<file path="config.mk">
export PLATFORM = sky130hd
export DESIGN_NAME = nco_phase
export DESIGN_NICKNAME = d
export VERILOG_FILES = /design/src/rtl/nco_phase.sv
export SDC_FILE = /design/constraint.sdc
export NUM_CORES = 1
export LEC_CHECK = 0
export ABC_AREA = 1
export BUFFER_PORTS_ARGS = -buffer_cell sky130_fd_sc_hd__buf_4
export CAP_MARGIN = 15
export CORE_MARGIN = 4
export CORE_UTILIZATION = 35
export DETAILED_ROUTE_END_ITERATION = 10
export PLACE_DENSITY = 0.58
export SKIP_CTS_REPAIR_TIMING = 1
export SYNTH_ARGS = -nofsm -noshare
export SYNTH_HDL_FRONTEND = slang
export SYNTH_SLANG_ARGS = --single-unit
</file>
<file path="constraint.sdc">
create_clock -name c -period 3.25 [get_ports c]
set_input_delay 0.325 -clock c [delete_from_list [all_inputs] [get_ports c]]
set_output_delay 0.325 -clock c [all_outputs]
set_load 0.05 [all_outputs]
</file>
<file path="src/rtl/nco_phase.sv">
// Phase-accumulator NCO feeding the sincos phase input. It holds a fixed
// frequency or runs a linear chirp, and supports a static phase offset and a sync-to-zero event.
module nco_phase #(
  parameter int NBA = 48,
  parameter int NBP = 26
) (
  input  logic           c,
  input  logic           r,
  input  logic           wr,
  input  logic [NBA-1:0] f_start,
  input  logic [NBA-1:0] f_step,
  input  logic [31:0]    n_steps,
  input  logic [NBP-1:0] p_off,
  input  logic           sync,
  output logic           busy,
  output logic [NBP-1:0] o_phase
);

  typedef enum logic {FIXED, SWEEP} state_t;

  state_t         state_q, state_d;
  logic [NBA-1:0] freq_q, freq_d;
  logic [NBA-1:0] step_q, step_d;
  logic [NBA-1:0] acc_q, acc_d;
  logic [31:0]    cnt_q, cnt_d;
  logic           busy_q;
  logic [NBP-1:0] phase_q, phase_d;

  // A write wins over an in-flight increment and restarts the sweep.
  always_comb begin
    state_d = state_q;
    freq_d  = freq_q;
    step_d  = step_q;
    cnt_d   = cnt_q;
    if (wr) begin
      freq_d  = f_start;
      step_d  = f_step;
      cnt_d   = n_steps;
      state_d = (n_steps != 32'd0) ? SWEEP : FIXED;
    end else if (state_q == SWEEP) begin
      freq_d = freq_q + step_q;
      cnt_d  = cnt_q - 32'd1;
      if (cnt_q == 32'd1) state_d = FIXED;
    end
  end

  // The accumulator uses the pre-update frequency. Sync only touches the accumulator.
  always_comb begin
    acc_d   = sync ? '0 : acc_q + freq_q;
    phase_d = acc_q[NBA-1 -: NBP] + p_off;
  end

  always_ff @(posedge c) begin
    if (r) begin
      state_q <= FIXED;
      freq_q  <= '0;
      step_q  <= '0;
      acc_q   <= '0;
      cnt_q   <= '0;
      busy_q  <= 1'b0;
      phase_q <= '0;
    end else begin
      state_q <= state_d;
      freq_q  <= freq_d;
      step_q  <= step_d;
      acc_q   <= acc_d;
      cnt_q   <= cnt_d;
      busy_q  <= (state_d == SWEEP);
      phase_q <= phase_d;
    end
  end

  assign busy    = busy_q;
  assign o_phase = phase_q;

endmodule
</file>
Word level (Yosys, flattened, before mapping)
Cells that the tools add are included.
{ "word_totals": {"wordCells": 22, "output_inout_bits": 27, "ff_bits": 203, "latch_bits": 0, "mem_count": 0, "ramBits": 0, "mem_bits_ro": 0} }
{ "op_classes": {"n_mul": 0, "add_sub_neg": 4, "n_mux": 8, "n_lt_le_gt_ge": 0, "bitwise_logic": 0, "n_div": 0, "n_shift": 0, "n_eq_ne": 1, "reduce_logical": 3} }
{ "op_table": {"columns": ["cell", "count"], "rows": [
  ["48-bit adder", 2],
  ["48-bit 2-to-1 mux", 2],
  ["32-bit 2-to-1 mux", 2],
  ["32-bit by 1-bit == test with 1-bit output, second input constant", 1],
  ["32-bit nonzero test", 1],
  ["32-bit by 1-bit subtractor with 32-bit output, second input constant", 1],
  ["26-bit adder", 1],
  ["1-bit 2-to-1 mux", 4],
  ["2-bit nonzero test", 1],
  ["2-bit OR reduction", 1]
]} }

Depth between registers and ports, before layout
Gate-level depths: netlist (run 1).
{ "logic_depth": {"ltp_word": 4, "mapped_depth": 15, "depth_no_buf": 15} }

Least setup slack after synthesis (run 1)
Ideal clock, no wire load.
{ "synth_timing": {"kind": "flip-flop to flip-flop", "startpoint": "register freq_q[0]", "endpoint": "register acc_q[44]", "stages_incl_launch_ff": 15, "arrival_time_ps": 1854, "path_slack_ps": 1283, "setup_ps": 113, "path_buffers": 0, "cell_sequence": "dfxtp_1 > ha_1 > fa_1 > nand2_1 > nand2_1 > o21ai_2 > inv_1 > nand2_1 > nand2_2 > a21oi_2 > inv_1 > nand2_1 > nand3_1 > nor2_1 > nor2_1"} }
{ "synth_between": {"elab_chain_len": 1} }
{ "synth_lines": {"columns": ["item", "line", "text"], "rows": [
  ["start, declared", "22", "logic [NBA-1:0] freq_q, freq_d;"],
  ["start signal, assigned", "64", "freq_q <= freq_d;"],
  ["48-bit adder", "49", "acc_d = sync ? '0 : acc_q + freq_q;"],
  ["end signal, assigned", "58", "acc_q <= '0;"],
  ["end signal, assigned", "66", "acc_q <= acc_d;"],
  ["end, declared", "24", "logic [NBA-1:0] acc_q, acc_d;"]
]} }
Every way passes these cells.
A chain may end at the register's enable or synchronous reset.

Worst setup path in the final report (run 1)
{ "layout_timing": {"startpoint": "register acc_q[13]", "endpoint": "register acc_q[46]"} }
{ "layout_between": {"elab_chain_len": 1} }
{ "layout_lines": {"columns": ["item", "line"], "rows": [
  ["48-bit adder", "49"]
]} }
Every way passes these cells.

==> results by group, run 1 <==
Outcome
  • Outcome: finished with violations
  • Failing checks: negative hold slack

CTS
  • Worst-Skew Late Latency: 0.56 ns
  • H-tree Lvls: 1
  • CTS tree: yes
  • Inserted Clock Buffers: 27
  • Root Driver: clkbuf_16
  • Clock Path Buffers: 3
  • # clock sinks: 203
  • Reg clk slew, reported paths: 0.06 ns

Power and ir drop
  • Worst-case vdd ir drop: 0.472 mV
  • Leakage power: 9.59 nW
  • Pwr/cell area: 387 mW/mm^2

STA
  • Hold slack: -0.00375 ns
  • RSZ-0062 raised after global routing: no
  • Final worst-path cycle share: 82.7%
  • Relative slew margins: 48.1%
  • Final Max Slew Viols: 0
  • Minimum clock period: 2.69 ns
  • Setup Skew: 0.0168 ns
  • Fmax: 372 MHz
  • Final Hold Fails: 3
  • Final setup vio count: 0
  • Slew of the pin with the lowest slew margin: 0.779 ns
  • Setup TNS: 0 ns

Floorplan
  • Floorplan core area: 0.0458 mm^2
  • Die ar.: 0.0502 mm^2
  • I/O pin cnt: 185
  • Die H: 224 um
  • Die W: 224 um
  • Rows: 78
  • Initial core utilization: 35.7%

Layout
  • Layout area overhead: 18.4%
  • Final net count: 3210
  • Layout cells sized above 1: 9.60%
  • N_diodes: 0
  • Final core occ: 42.3%

Critical path
  • Crit-path most repeated cell: nand2_1
  • Crit path required time: 3.75 ns
  • WP buf/inv: 1
  • Critical path's slowest cell: ha_1
  • Worst Path Arrival: 3.18 ns
  • CP startpoint kind: register
  • CP top delay family: compound AO/OA/AOI/OAI gates
  • Max Fanout on Critical Path: 5
  • Cells along the critical path: ha_1 -> a21oi_1 -> o21ai_0 -> a21oi_1 -> nand2_1 -> nand2_1 -> nand3_1 -> nand2_1 -> inv_1 -> nor2_1
  • Critical Path End Type: register
  • Critical path class: reg -> reg
  • Largest stage delay, worst path: 0.42 ns

Global routing
  • Total Routing Usage GR: 25.5%
  • First-pass GRT wire length: 100 mm
  • Vias in the first global route: 17100
  • GRT overflow: 0
  • Largest net degree at the start of global routing: 70
  • Initial antenna violation count: 0

Route
  • Met3 WL: 4.41 mm
  • Met1 WL: 31.2 mm
  • Vias: 18200
  • DR iter-0 viols: 1554
  • DRT antenna net count: 0
  • Met2 routed WL: 28.9 mm
  • Routed WL: 66.6 mm
  • Highest metal used: met4
  • Post-DR vias/cell: 5.12
  • Drt first pass iters: 5
  • DR WL/cell: 18.8 um
  • # DRC: 0

Place
  • GPL Wtd Cong: 1.01
  • Final HPWL DP: 54.7 mm
  • Input/output buffers: 184

Synthesis
  • Synth area leaders: dfxtp_1, nand2_1, ha_1, nor2_1, inv_1
  • Syn Nets: 3029
  • Cell taking the most area after synthesis: dfxtp_1
  • FF+latch count, synth: 203
  • Seq/Total Area, Yosys: 24.9%
  • Top post-synthesis cells by count: nand2_1, nor2_1, inv_1
  • Count leader, synth: nand2_1
  • Number of synthesis warnings: 0
  • Most used DFF post-synth: dfxtp_1
  • EDFF count, synth: 0
  • Synth cell types: 44
  • Ys async rst share: 0%
  • Cell Area, Synth: 0.0163 mm^2
  • Mean area per synthesized cell: 5.95 um^2
  • Synth top area share: 24.9%
  • Syn Inst Count: 2747

Min path
  • Worst Hold Class: in -> reg

Run
  • Max-Cap Viols: 0
==> metrics by stage <==
step | instances | total power [mW] | instance area (um^2) | worst slack (ns) | hold slack [ns]
finish | 3548 | 7.49 | 19300 | 0.563 | -0.00375
global route | 3548 | 7.86 | 19300 | 0.534 | 0.00557
CTS | 3536 | 7.54 | 19200 | 0.695 | -0.0375
detailed placement | 3487 | 4.57 | 18400 | 0.714 | 0.489
global placement | 3487 | 4.56 | 18400 | 0.689 | 0.481
floorplan | 2747 | 3.91 | 16300 | 1.28 | 0.460
==> where the power goes <==
group,internal [mW],total [mW],switching (mW)
logic,0.618,1.73,1.12
registers,2.65,2.81,0.158
clock network,1.72,2.94,1.22
total,5.00,7.49,2.49
==> cell type report <==
| class | count | area (um^2) |
|---|---|---|
| fill | 4978 | 26400 |
| multi-input combinational | 2093 | 10600 |
| sequential | 203 | 4060 |
| timing repair buffer | 208 | 1620 |
| inverter | 395 | 1480 |
| clock buffer | 43 | 786 |
| tap | 600 | 751 |
| clock inverter | 6 | 58.8 |
==> placed cells by master (no fill, tap or decap), drive strengths merged, types with 3 or more instances in the layout <==
cell type,synthesis,layout
a21o,7,7
a21oi,232,232
a22oi,42,42
a31oi,36,36
buf,14,196
clkbuf,42,43
clkinv,1,4
dfxtp,203,203
dlygate4sd3,0,12
fa,3,3
ha,121,121
inv,394,396
nand2,784,784
nand3,130,130
nand3b,4,4
nand4,36,36
nor2,405,405
nor3,29,29
nor4,17,17
o21a,4,4
o21ai,177,177
o21bai,20,20
xnor2,9,9
xor2,25,25
==> worst min-delay path, delay by kind of cell <==
family,cells,cell delay (ns)
AND/OR/NAND/NOR,2,0.11
buffers and inverters,1,0.07
==> layer usage <==
layer	vias up	GRT usage (%)
li1	9275	-
met1	8229	36.3
met2	582	40.0
met3	88	4.01
met4	0	7.40
met5	-	0
==> state kept, by name (all words and copies together) (netlist names) <==
register,cells
acc_q,48
freq_q,48
step_q,48
cnt_q,32
o_phase,26
busy,1
==> cells by family (layout without fill, tap and decap cells) <==
logic type / count (synthesis) / in the layout / share of synthesized area (%)
buf+inv: 451 / 652 / 10.4
flops: 203 / 203 / 24.9
xor+xnor: 34 / 34 / 1.82
compound gates: 525 / 525 / 17.8
simple gates: 1410 / 1410 / 35.4
fa+ha+maj: 124 / 124 / 9.64
==> path summary, 6_finish.rpt <==
kind	startpoint	to	slack, ns	cells after the start
setup reg to reg	acc_q[13]$_SDFF_PP0_	acc_q[46]$_SDFF_PP0_	0.56	10
setup / recovery	acc_q[13]$_SDFF_PP0_	acc_q[46]$_SDFF_PP0_	0.56	10
hold reg to reg	step_q[6]$_SDFFE_PP0P_	step_q[6]$_SDFFE_PP0P_	0.51	2
hold / removal	f_step[23]	step_q[23]$_SDFFE_PP0P_	-0.004	3
No activity file was read; power rests on OpenSTA's default activity.
==> inputs of run 2 (changes only) <==
- PLACE_DENSITY: 0.58 -> 0.6
- clock period: 3.25 -> 2.4 ns (I/O delays scaled with it)
==> run 2 against run 1 <==
The flow still finishes with violations (negative hold slack); combinational power up 47%; first-iteration DRC count decreased by 4.2%; sequential share of layout area decreased by 1.4 points; final cell count rose by 3.4%; flip-flop and latch count is the same; global-route usage rose by 0.14 points; wire length up 2.1%; hold slack got worse by 0.012 ns; via count up 3.1%; core utilization increased by 3.2 points; design area is 7.5% higher; critical endpoint is now acc_q[36]$_SDFF_PP0_; largest power group unchanged.
==> results by group, run 2 (synthesized netlist as in run 1, its figures left out) <==
STA
  • Setup Skew: 0.0241 ns
  • RSZ-0062 raised after global routing: no
  • Slew of the pin with the lowest slew margin: 0.738 ns
  • Minimum clock period: 2.36 ns
  • Final Max Slew Viols: 0
  • Final setup vio count: 0
  • Hold slack: -0.0157 ns
  • Worst setup margin: 0.0351 ns
  • Final Hold Fails: 4
  • Fmax: 423 MHz
  • Relative slew margins: 50.8%
  • Final worst-path cycle share: 98.5%

Power and ir drop
  • Seq pwr share: 34.4%
  • Overall Power: 11.1 mW
  • Comb pwr share: 22.9%
  • Leakage power: 10.3 nW
  • Switching share of power: 31.2%
  • Worst-case vdd ir drop: 0.542 mV
  • Pwr/cell area: 534 mW/mm^2
  • Net Sw Power: 3.46 mW
  • Internal: 7.64 mW
  • Clk pwr share: 42.7%

Critical path
  • Critical Path End Type: register
  • Crit path required time: 2.87 ns
  • Critical path's slowest cell: dfxtp_1
  • Worst Path Arrival: 2.83 ns
  • Cells along the critical path: ha_2 -> nand2_1 -> nand2_1 -> a31oi_1 -> o21ai_0 -> a21oi_1 -> nand3_1 -> nor2_1 -> nor2_1
  • CP startpoint kind: register
  • Max Fanout on Critical Path: 5
  • Critical path class: reg -> reg
  • Largest stage delay, worst path: 0.46 ns

Floorplan
  • Die W: 224 um
  • Die ar.: 0.0502 mm^2
  • Rows: 78
  • Die H: 224 um
  • Initial core utilization: 35.7%
  • Floorplan core area: 0.0458 mm^2
  • I/O pin cnt: 185

CTS
  • Reg clk slew, reported paths: 0.06 ns
  • H-tree Lvls: 1
  • Worst-Skew Late Latency: 0.57 ns
  • Root Driver: clkbuf_16
  • CTS tree: yes
  • Inserted Clock Buffers: 27
  • # clock sinks: 203
  • Clock Path Buffers: 3

Place
  • Pre-CTS WS: -0.172 ns
  • Final HPWL DP: 55.4 mm
  • GPL Wtd Cong: 0.996
  • Input/output buffers: 184
  • Inst Count DP: 3551

Route
  • # DRC: 0
  • Post-DR vias/cell: 5.10
  • Drt first pass iters: 5
  • Routed WL: 68.0 mm
  • DR WL/cell: 18.5 um
  • DR iter-0 viols: 1489
  • Vias: 18700
  • DRT antenna net count: 0

Layout
  • Fin cells: 3669
  • Regs by FF count: acc_q (48), freq_q (48), step_q (48)
  • N_diodes: 0
  • Layout area overhead: 27.3%
  • Highest-count cells in the layout ignoring fill and taps: nand2_1, inv_1, nor2_1
  • Final core occ: 45.4%
  • Final net count: 3333
  • # fillers: 4850
  • Commonest non-fill, non-tap cell in the layout: nand2_1
  • Layout cells sized above 1: 13.0%

Global routing
  • First-pass GRT wire length: 101 mm
  • Vias in the first global route: 17300
  • GRT overflow: 0
  • Largest net degree at the start of global routing: 55
  • Initial antenna violation count: 0
  • Total Routing Usage GR: 25.6%

Min path
  • Worst Hold Class: in -> reg

Outcome
  • Failing checks: negative hold slack
  • Outcome: finished with violations

Run
  • Max-Cap Viols: 0
-- run 2: changes by cell type in the layout (fill, tap and decap cells not counted), sizes merged --
cell | before | now
buf | 196 | 260
dlygate4sd3 | 12 | 71
bufinv | 1 | 7
clkbuf | 43 | 37
clkinv | 4 | 2
clkinvlp | 0 | 1
inv | 396 | 395
-- run 2: worst max-delay path, delay by kind of cell, from the launching register on --
family	cells	cell delay (ns)
adder cells (fa/ha/maj)	1	0.39
flip-flops	1	0.46
AND/OR/NAND/NOR	5	0.68
AO/OA/AOI/OAI	3	0.74
-- run 2: metal layers --
layer | GRT usage (%) | part of all wire (%) | up-vias
met5 | 0 | 0 | -
met4 | 8.25 | 3.5 | 0
met3 | 3.51 | 6.2 | 84
met2 | 39.0 | 43 | 585
met1 | 37.5 | 48 | 8554
li1 | - | - | 9506
-- run 2: metrics by stage --
stage                     hold WS (ns)  setup TNS [ns]  instance area, um^2
after floorplan                  0.375               0                16300
after global placement           0.461          -0.463                18900
after detailed placement         0.468          -0.534                18900
after CTS                       -0.123          -0.632                19900
after global routing          -0.00201               0                20800
final                          -0.0157               0                20800
-- run 2: worst paths after layout --
kind | from | end | slack (ns) | cells after the start
max reg2reg | acc_q[33]$_SDFF_PP0_ | acc_q[36]$_SDFF_PP0_ | 0.04 | 9
min | f_start[6] | freq_q[6]$_SDFFE_PP0P_ | -0.02 | 3
min reg2reg | step_q[9]$_SDFFE_PP0P_ | step_q[9]$_SDFFE_PP0P_ | 0.51 | 2
max | acc_q[33]$_SDFF_PP0_ | acc_q[36]$_SDFF_PP0_ | 0.04 | 9
-- run 2: power groups by stage --
stage / Clock [mW] / Combinational (mW) / Sequential (mW)
6_report: 4.74 / 2.54 / 3.82
5_1_grt: 4.94 / 2.81 / 3.84
4_1_cts: 4.85 / 2.41 / 3.82
3_5_place_dp: 0 / 2.40 / 3.89
3_3_place_gp: 0 / 2.39 / 3.89
2_1_floorplan: 0 / 1.38 / 3.92
-- run 2: layout make-up --
type	count	area, um^2	area share (%)
clock buffers	37	803	3.86
clock inverters	10	231	1.11
inverters	395	1480	7.13
well taps	600	751	3.61
multi-input cells	2093	10700	51.7
flip-flops and latches	203	4070	19.6
repair buffers	331	2710	13.0
